## src/rtl/fifo_pkg.sv

```systemverilog
// fifo_pkg: definitions shared by the synchronous and asynchronous FIFOs.
//   fifo_addr_width()  - RAM address width for a given depth
//   FIFO_*_MARGIN      - default distance of the almost-flags from the ends
//   fifo_status_t      - bundle of the status/error flags a FIFO reports
package fifo_pkg;

  localparam int FIFO_AFULL_MARGIN  = 4;
  localparam int FIFO_AEMPTY_MARGIN = 4;

  // A depth of 1 still needs one address bit to keep ports well formed.
  function automatic int fifo_addr_width(input int depth);
    return (depth > 1) ? $clog2(depth) : 1;
  endfunction

  typedef struct packed {
    logic full;
    logic empty;
    logic almost_full;
    logic almost_empty;
    logic overflow;
    logic underflow;
  } fifo_status_t;

endpackage

```

## src/rtl/sdp_ram_1clk.sv

```systemverilog
// sdp_ram_1clk: single-clock simple dual-port RAM, DATA_WIDTH x DEPTH.
//   clk             rising-edge clock for both ports
//   we/waddr/wdata  write port
//   re/raddr        read request and address
//   rdata           registered read data; holds when re=0
module sdp_ram_1clk
  import fifo_pkg::*;
#(
  parameter  int DATA_WIDTH = 8,
  parameter  int DEPTH      = 256,
  localparam int ADDR_WIDTH = fifo_addr_width(DEPTH)
) (
  input  logic                  clk,
  input  logic                  we,
  input  logic [ADDR_WIDTH-1:0] waddr,
  input  logic [DATA_WIDTH-1:0] wdata,
  input  logic                  re,
  input  logic [ADDR_WIDTH-1:0] raddr,
  output logic [DATA_WIDTH-1:0] rdata
);

  logic [DATA_WIDTH-1:0] mem [DEPTH];

  // NOTE: storage has no reset so it maps onto block RAM; every consumer
  // must only read locations it has previously written.
  always_ff @(posedge clk) begin
    if (we) begin
      mem[waddr] <= wdata;
    end
    if (re) begin
      rdata <= mem[raddr];
    end
  end

endmodule

```

## src/rtl/sync_fifo_ctrl.sv

```systemverilog
// sync_fifo_ctrl: single-clock FIFO built around sdp_ram_1clk.
//   clk, rst          clock and synchronous active-high reset
//   wr_en, wr_data    write request and word (ignored while full)
//   rd_en             read request (ignored while empty)
//   rd_data, rd_valid popped word and its one-cycle strobe
//   full, empty, almost_full, almost_empty  registered occupancy flags
//   count             occupancy 0..DEPTH
//   overflow, underflow  sticky rejected-write / rejected-read flags
//   clr_err           clears the sticky flags (a same-cycle set wins)
module sync_fifo_ctrl
  import fifo_pkg::*;
#(
  parameter  int DATA_WIDTH    = 8,
  parameter  int DEPTH         = 256,
  parameter  int AFULL_THRESH  = DEPTH - FIFO_AFULL_MARGIN,
  parameter  int AEMPTY_THRESH = FIFO_AEMPTY_MARGIN,
  localparam int ADDR_WIDTH    = fifo_addr_width(DEPTH)
) (
  input  logic                  clk,
  input  logic                  rst,
  input  logic                  wr_en,
  input  logic [DATA_WIDTH-1:0] wr_data,
  input  logic                  rd_en,
  output logic [DATA_WIDTH-1:0] rd_data,
  output logic                  rd_valid,
  output logic                  full,
  output logic                  empty,
  output logic                  almost_full,
  output logic                  almost_empty,
  output logic [ADDR_WIDTH:0]   count,
  output logic                  overflow,
  output logic                  underflow,
  input  logic                  clr_err
);

  localparam int CNT_W = ADDR_WIDTH + 1;

  localparam logic [CNT_W-1:0] ONE        = CNT_W'(1);
  localparam logic [CNT_W-1:0] DEPTH_LVL  = CNT_W'(DEPTH);
  localparam logic [CNT_W-1:0] AFULL_LVL  = CNT_W'(AFULL_THRESH);
  localparam logic [CNT_W-1:0] AEMPTY_LVL = CNT_W'(AEMPTY_THRESH);

  localparam fifo_status_t STATUS_RST = '{
    full:         1'b0,
    empty:        1'b1,
    almost_full:  1'b0,
    almost_empty: 1'b1,
    overflow:     1'b0,
    underflow:    1'b0
  };

  // Reject unusable configurations at elaboration rather than in silicon.
  if (DEPTH < 4 || (DEPTH & (DEPTH - 1)) != 0) begin : g_bad_depth
    $error("sync_fifo_ctrl: DEPTH must be a power of two and >= 4");
  end
  if (AFULL_THRESH < 1 || AFULL_THRESH > DEPTH) begin : g_bad_afull
    $error("sync_fifo_ctrl: AFULL_THRESH must be in 1..DEPTH");
  end
  if (AEMPTY_THRESH < 0 || AEMPTY_THRESH > DEPTH - 1) begin : g_bad_aempty
    $error("sync_fifo_ctrl: AEMPTY_THRESH must be in 0..DEPTH-1");
  end

  // Pointers carry one extra bit and wrap modulo 2*DEPTH; the low bits
  // index the RAM.
  logic [CNT_W-1:0]      wr_ptr_q;
  logic [CNT_W-1:0]      rd_ptr_q;
  logic [CNT_W-1:0]      count_q;
  logic [CNT_W-1:0]      count_next;
  fifo_status_t          status_q;
  logic                  rd_valid_q;
  logic                  rd_data_live_q;
  logic [DATA_WIDTH-1:0] ram_rdata;

  logic wr_acc;
  logic rd_acc;
  logic ovf_set;
  logic unf_set;

  // Acceptance uses the registered flags only, so a full FIFO never writes
  // through and an empty FIFO never bypasses, even with the other port
  // active. This also keeps both ports off the same RAM address.
  assign wr_acc  = wr_en & ~status_q.full;
  assign rd_acc  = rd_en & ~status_q.empty;
  assign ovf_set = wr_en &  status_q.full;
  assign unf_set = rd_en &  status_q.empty;

  // NOTE: every variable written in always_comb gets a default first, so
  // no path leaves it unassigned and no latch is inferred.
  always_comb begin
    count_next = count_q;
    case ({wr_acc, rd_acc})
      2'b10:   count_next = count_q + ONE;
      2'b01:   count_next = count_q - ONE;
      default: count_next = count_q;
    endcase
  end

  sdp_ram_1clk #(
    .DATA_WIDTH (DATA_WIDTH),
    .DEPTH      (DEPTH)
  ) u_ram (
    .clk   (clk),
    .we    (wr_acc & ~rst),
    .waddr (wr_ptr_q[ADDR_WIDTH-1:0]),
    .wdata (wr_data),
    .re    (rd_acc & ~rst),
    .raddr (rd_ptr_q[ADDR_WIDTH-1:0]),
    .rdata (ram_rdata)
  );

  // NOTE: sequential state uses non-blocking assignments only, so every
  // register samples pre-edge values regardless of statement order.
  always_ff @(posedge clk) begin
    if (rst) begin
      wr_ptr_q       <= '0;
      rd_ptr_q       <= '0;
      count_q        <= '0;
      status_q       <= STATUS_RST;
      rd_valid_q     <= 1'b0;
      rd_data_live_q <= 1'b0;
    end else begin
      if (wr_acc) begin
        wr_ptr_q <= wr_ptr_q + ONE;
      end
      if (rd_acc) begin
        rd_ptr_q       <= rd_ptr_q + ONE;
        rd_data_live_q <= 1'b1;
      end
      rd_valid_q <= rd_acc;
      count_q    <= count_next;

      status_q.full         <= (count_next == DEPTH_LVL);
      status_q.empty        <= (count_next == '0);
      status_q.almost_full  <= (count_next >= AFULL_LVL);
      status_q.almost_empty <= (count_next <= AEMPTY_LVL);

      if (ovf_set) begin
        status_q.overflow <= 1'b1;
      end else if (clr_err) begin
        status_q.overflow <= 1'b0;
      end
      if (unf_set) begin
        status_q.underflow <= 1'b1;
      end else if (clr_err) begin
        status_q.underflow <= 1'b0;
      end
    end
  end

  // The RAM read register has no reset; rd_data reads as zero until the
  // first pop after reset, then shows (and holds) the last popped word.
  assign rd_data      = rd_data_live_q ? ram_rdata : '0;
  assign rd_valid     = rd_valid_q;
  assign count        = count_q;
  assign full         = status_q.full;
  assign empty        = status_q.empty;
  assign almost_full  = status_q.almost_full;
  assign almost_empty = status_q.almost_empty;
  assign overflow     = status_q.overflow;
  assign underflow    = status_q.underflow;

endmodule

```

## config.mk

```make
export PLATFORM = sky130hd
export DESIGN_NAME = sync_fifo_ctrl
export DESIGN_NICKNAME = d
export VERILOG_FILES = /design/src/rtl/fifo_pkg.sv /design/src/rtl/sdp_ram_1clk.sv /design/src/rtl/sync_fifo_ctrl.sv
export SDC_FILE = /design/constraint.sdc
export NUM_CORES = 2
export LEC_CHECK = 0
export BUFFER_PORTS_ARGS = -buffer_cell sky130_fd_sc_hd__buf_2
export CAP_MARGIN = 20
export CORE_ASPECT_RATIO = 0.8
export CORE_MARGIN = 3
export CORE_UTILIZATION = 63
export DETAILED_ROUTE_END_ITERATION = 16
export PLACE_DENSITY = 0.78
export SETUP_SLACK_MARGIN = 0.4
export SYNTH_ARGS = -nofsm -noshare
export SYNTH_HDL_FRONTEND = slang
export SYNTH_SLANG_ARGS = --single-unit
```

## constraint.sdc

```tcl
create_clock -name clk -period 3.65 [get_ports clk]
set_input_delay 0.1825 -clock clk [delete_from_list [all_inputs] [get_ports clk]]
set_output_delay 0.1825 -clock clk [all_outputs]
set_load 0.05 [all_outputs]
```

==> Word-level counts from Yosys, hierarchy flattened <==
Memory sizes are Yosys's and may differ from the RTL's. A register that Yosys moved wholly into a read port is not among the register bits.
Cells that the tools add are included.
{ "totals": {"reg_bits": 35, "ramBits": 2048, "memories": 1} }
{ "classes": {"add_sub_neg": 4, "magnitude_cmp": 2, "n_eq_ne": 3, "mux": 7, "bitwise": 9, "n_reduce_logical": 3} }
{ "mem_list": {"columns": ["name", "words", "width", "rd", "rd_ports_with_merged_regs", "write_ports", "line", "text"], "rows": [
  ["u_ram.mem", 256, 8, 1, 1, 1, "sdp_ram_1clk.sv:22", "logic [DATA_WIDTH-1:0] mem [DEPTH];"]
]} }
{ "ops": {"columns": ["cell", "count"], "rows": [
  ["adder 9 x 1 -> 9 bit (second input constant)", 3],
  ["one-hot mux 9 bit (2 select lines)", 1],
  ["== test 9 bit (second input constant)", 1],
  ["greater-or-equal comparator 9 x 8 -> 1 bit (second input constant)", 1],
  ["<= comparator 9 x 3 -> 1 bit (second input constant)", 1],
  ["zero test 9 bit", 1],
  ["subtractor 9 x 1 -> 9 bit (second input constant)", 1],
  ["two-way mux 8 bit", 1],
  ["bitwise AND 1 bit", 6],
  ["two-way mux 1 bit", 5],
  ["nonzero test 2 bit", 2],
  ["NOT 1 bit", 3],
  ["== test 2 x 1 -> 1 bit (second input constant)", 1],
  ["== test 2 bit (second input constant)", 1]
]} }

==> Longest topological paths before layout <==
{ "logic_depth": {"depth_word": 5, "depth_mapped": 13} }

==> By module <==
A second synthesis with hierarchy kept.
{ "unflattened": {"cells_unflattened": 3968, "hier_area_um2": 81640.8} }
{ "by_module_without_submodules": {"columns": ["mod", "instances", "cells_per_inst", "area_each_um2"], "rows": [
  ["sdp_ram_1clk", 1, 3733, 79636.4],
  ["sync_fifo_ctrl", 1, 235, 2004.4]
]} }

==> Worst setup path before layout <==
OpenSTA, ideal clock, no wires.
{ "synth_timing": {"path_type": "register -> register", "from": "reg empty (netlist name)", "to": "reg almost_empty (netlist name)", "setup_ns": 0.101, "t_arrival_ns": 3.278, "required_time_ns": 3.549, "slack_ns": 0.271, "path_stages_with_launch": 14, "path_buffers": 2, "period_less_slack_ns": 3.379, "cell_sequence": "dfxtp_1 nand2b_1 clkinv_1 ha_1 clkbuf_1 clkbuf_1 xor2_1 ha_1 nand2b_1 a21oi_1 a2111oi_0 xnor2_1 nand3_1 o41ai_1"} }
{ "synth_via": {"elab_chain_cells": 5} }
{ "synth_lines": {"columns": ["element", "line", "text"], "rows": [
  ["NOT 1 bit (*)", "sync_fifo_ctrl.sv:83", "assign rd_acc = rd_en & ~status_q.empty;"],
  ["bitwise AND 1 bit (*)", "sync_fifo_ctrl.sv:83", null],
  ["via rd_acc", "sync_fifo_ctrl.sv:75", "logic rd_acc;"],
  ["== test 2 x 1 -> 1 bit / == test 2 bit (equally long branches)", "sync_fifo_ctrl.sv:91", "case ({wr_acc, rd_acc})"],
  ["one-hot mux 9 bit (2 select lines) (*)", "sync_fifo_ctrl.sv:91", null],
  ["<= comparator 9 x 3 -> 1 bit (*)", "sync_fifo_ctrl.sv:135", "status_q.almost_empty <= (count_next <= AEMPTY_LVL);"]
]} }
The timed path passes the listed nets; every way through them passes the cells marked *.
A chain may end at the register's enable or synchronous reset.

==> results.md <==
* Status: finished, final reports clean
* Clk slew on worst S/H paths at 0.07 ns
* Number of synthesized register bits at 2089
* Clock sinks at roughly 2100
* Cell row count at 117
* CTS tree: done
* Count of antenna-violating nets left after detailed routing at 0
* CP Capture Type: register
* Critical Path Fanout Max at 55
* Clk_lat worst skew at 0.84 ns
* CTS Buf Count at 187
* Final WL at 233 mm
* Max-Cap Viols at 0
* Total internal power at 39.4 mW
* Net Switching at 12.0 mW
* Post-DP HPWL at 141 mm
* Sw Ratio at 23.3%
* Post-synthesis async set-or-reset flop share at 0%
* Area contributors post-synth: edfxtp_1 76%, mux4_2 12%, mux2i_1 2.1%
* Synth top area share at 75.7%
* Pwr/cell area at 551 nW/um^2
* Residual DRC count at 0
* Cell Count Post-Placement at approximately 6000
* Largest area contributor in the netlist: edfxtp_1
* Leak Pwr at 29.3 nW
* Number of distinct library cells after synthesis at 77
* Hold WC Path Type: in2reg
* Final Skew at 0.0333 ns
* Drt via density at 7.22
* H-Tree Depth at 4
* Clock power share at between 30% and 40%
* Clock buffer depth at 3
* Normalized max-slew margin at 21.2%
* Worst EP arrival at ~4.0 ns
* EDFF count, synth at around 2100
* GRT Overall Usage at 35.1%
* Layout Cells excl Fill at 6373
* Routability cong. at 0.979
* Ys Warns at 0
* # fillers at 7026
* Syn Inst Count at 4012
* Worst-margin pin slew at 1.18 ns
* Total gr overflow at 0
* Initial Util at 63.8%
* DRT iter0 DRCs at 8092
* PnR Total Power at 51.4 mW
* Vias in the first global route at 44452
* Fmax at approximately 0.29 GHz
* I/O Buffers at 36
* Tcrit/Tclk final at 93.5%
* Fin crit period at 3.41 ns
* Max-slew violations at 0
* Root Buffer: clkbuf_16
* First-pass GRT wire length at around 330 mm
* Most common cell after layout, fill and taps aside: edfxtp_1
* Max IR drop VDD at approximately 0.55 mV
* RSZ-0062 raised after global routing: true
* Average instance area after synthesis at 20.3 um^2
* Critical Path RT at between 4 and 5 ns
* Wirelength per Cell at about 37 um
* Fraction of layout cells with a size suffix above 1 at 27.8%
* Register area share after synthesis at 76.5%
* Initial antenna violation count at 10
* Main flop type after synthesis: edfxtp_1
* Critical Path Source Type: register
* Synthesis-to-finish area growth at 14.5%
* Routed via count at 46031
* Mapped cell area at 81600 um^2
* Fin util at between 70% and 80%
* Final hold vios at 0
* Fin Setup TNS at 0 ns
* Final setup fails at 0
* Die ar. at ~130000 um^2
* Most frequent cells in the layout: 2056 x edfxtp_1, 448 x mux4_2, 423 x buf_4, 314 x nor2_1, 193 x clkbuf_16
* Sequential share of power at about half
* Ports at 37
* Combinational Power Share at 11.4%
* NumNets Final at 4507
* TritonRoute pass-1 iters at 8
* Die Wd at ~400 um
* Pin count of the biggest net entering global routing at 134
* Post-Syn Nets at a little over 4000
* Critical path type: reg2reg
* Core area at 128000 um^2
* Die height at 328 um
## metrics by stage
step	worst slack, ns	hold slack (ns)	area, um^2
2_1_floorplan	0.417	0.281	81600
5_1_grt	0.313	0.0613	93400
4_1_cts	0.350	0.0352	92900
3_5_place_dp	-0.539	0.483	86600
6_report	0.237	0.0441	93400
3_3_place_gp	-0.567	0.463	86600
## layout make-up
class | count | area (um^2) | share of cell area, %
clock buffer | 237 | 4930 | 5.28
clock inverter | 108 | 890 | 0.953
multi-input combinational | 1655 | 18000 | 19.2
inverter | 16 | 60.1 | 0.0643
tap | 1725 | 2160 | 2.31
antenna | 6 | 15.0 | 0.0161
timing repair buffer | 537 | 4920 | 5.27
sequential | 2089 | 62400 | 66.9
## registers in the layout, indices dropped and copies added, names as in the netlist
name            cells
rd_data_live_q      1
count               9
underflow           1
empty               1
almost_empty        1
wr_ptr_q            8
full                1
rd_valid            1
u_ram.rdata         8
u_ram.mem        2048
rd_ptr_q            8
overflow            1
almost_full         1
## layer usage
metal	share of wire [%]	GRT usage [%]
met5	0.012	0
met4	4.8	15.3
met3	17	13.4
met2	44	49.6
met1	34	49.6
## power by group through the flow
stage                     Combinational (mW)  Sequential [mW]  Clock [mW]
final                                   5.85             26.5        19.1
after global routing                    6.06             26.5        20.1
after CTS                               5.56             26.5        19.2
after detailed placement                5.21             27.0           0
after global placement                  5.12             27.0           0
after floorplan                         3.42             27.0           0
## worst paths after layout
kind                                                from  slack, ns                          to  depth (start not counted)
worst min-delay path                          wr_data[0]       0.04  u_ram.mem[86][0]$_DFFE_PP_                          1
worst min register to register  wr_ptr_q[1]$_SDFFE_PP0P_       0.52    wr_ptr_q[1]$_SDFFE_PP0P_                          2
worst max-delay path            rd_ptr_q[1]$_SDFFE_PP0N_       0.24    u_ram.rdata[3]$_DFFE_PP_                          9
worst max register to register  rd_ptr_q[1]$_SDFFE_PP0N_       0.24    u_ram.rdata[3]$_DFFE_PP_                          9
## worst max-delay path: stages (launching register included)
cell,delay (ns)
dfxtp_4,0.36
buf_12,0.16
buf_16,0.30
mux4_2,0.38
a22o_1,0.29
a221oi_4,0.53
buf_4,0.24
a221oi_1,0.10
o31ai_2,0.53
o32ai_1,0.17
## logic make-up after synthesis
family / share of synthesized area (%)
flip-flops: 76.5
multiplexers: 14.6
AO/OA/AOI/OAI: 3.85
XOR/XNOR: 0.193
buffers and inverters: 1.77
adder cells (fa/ha/maj): 0.123
AND/OR/NAND/NOR: 2.98
## cells in the mapped netlist, types with 29 or more instances
| master | instances |
|---|---|
| a22o_1 | 29 |
| a21oi_1 | 100 |
| o21ai_0 | 42 |
| edfxtp_1 | 2056 |
| a221oi_1 | 40 |
| mux4_2 | 448 |
| mux2i_1 | 171 |
| a22oi_1 | 71 |
| nor2_1 | 317 |
| dfxtp_1 | 33 |
| o221ai_1 | 32 |
| nand2_1 | 104 |
| clkbuf_1 | 116 |
| buf_2 | 65 |
| nand3_1 | 48 |
## timing repair
action | in CTS | in global routing
gates cloned | 3 | 3
pin swaps | 2 | 6
resized for setup | 30 | 27
hold endpoints to repair | 46 | 0
hold buffers | 10 | 0
setup endpoints to repair | 8 | 8
buffers inserted | 16 | 18
Note: power is estimated with default switching activity, not from simulation.
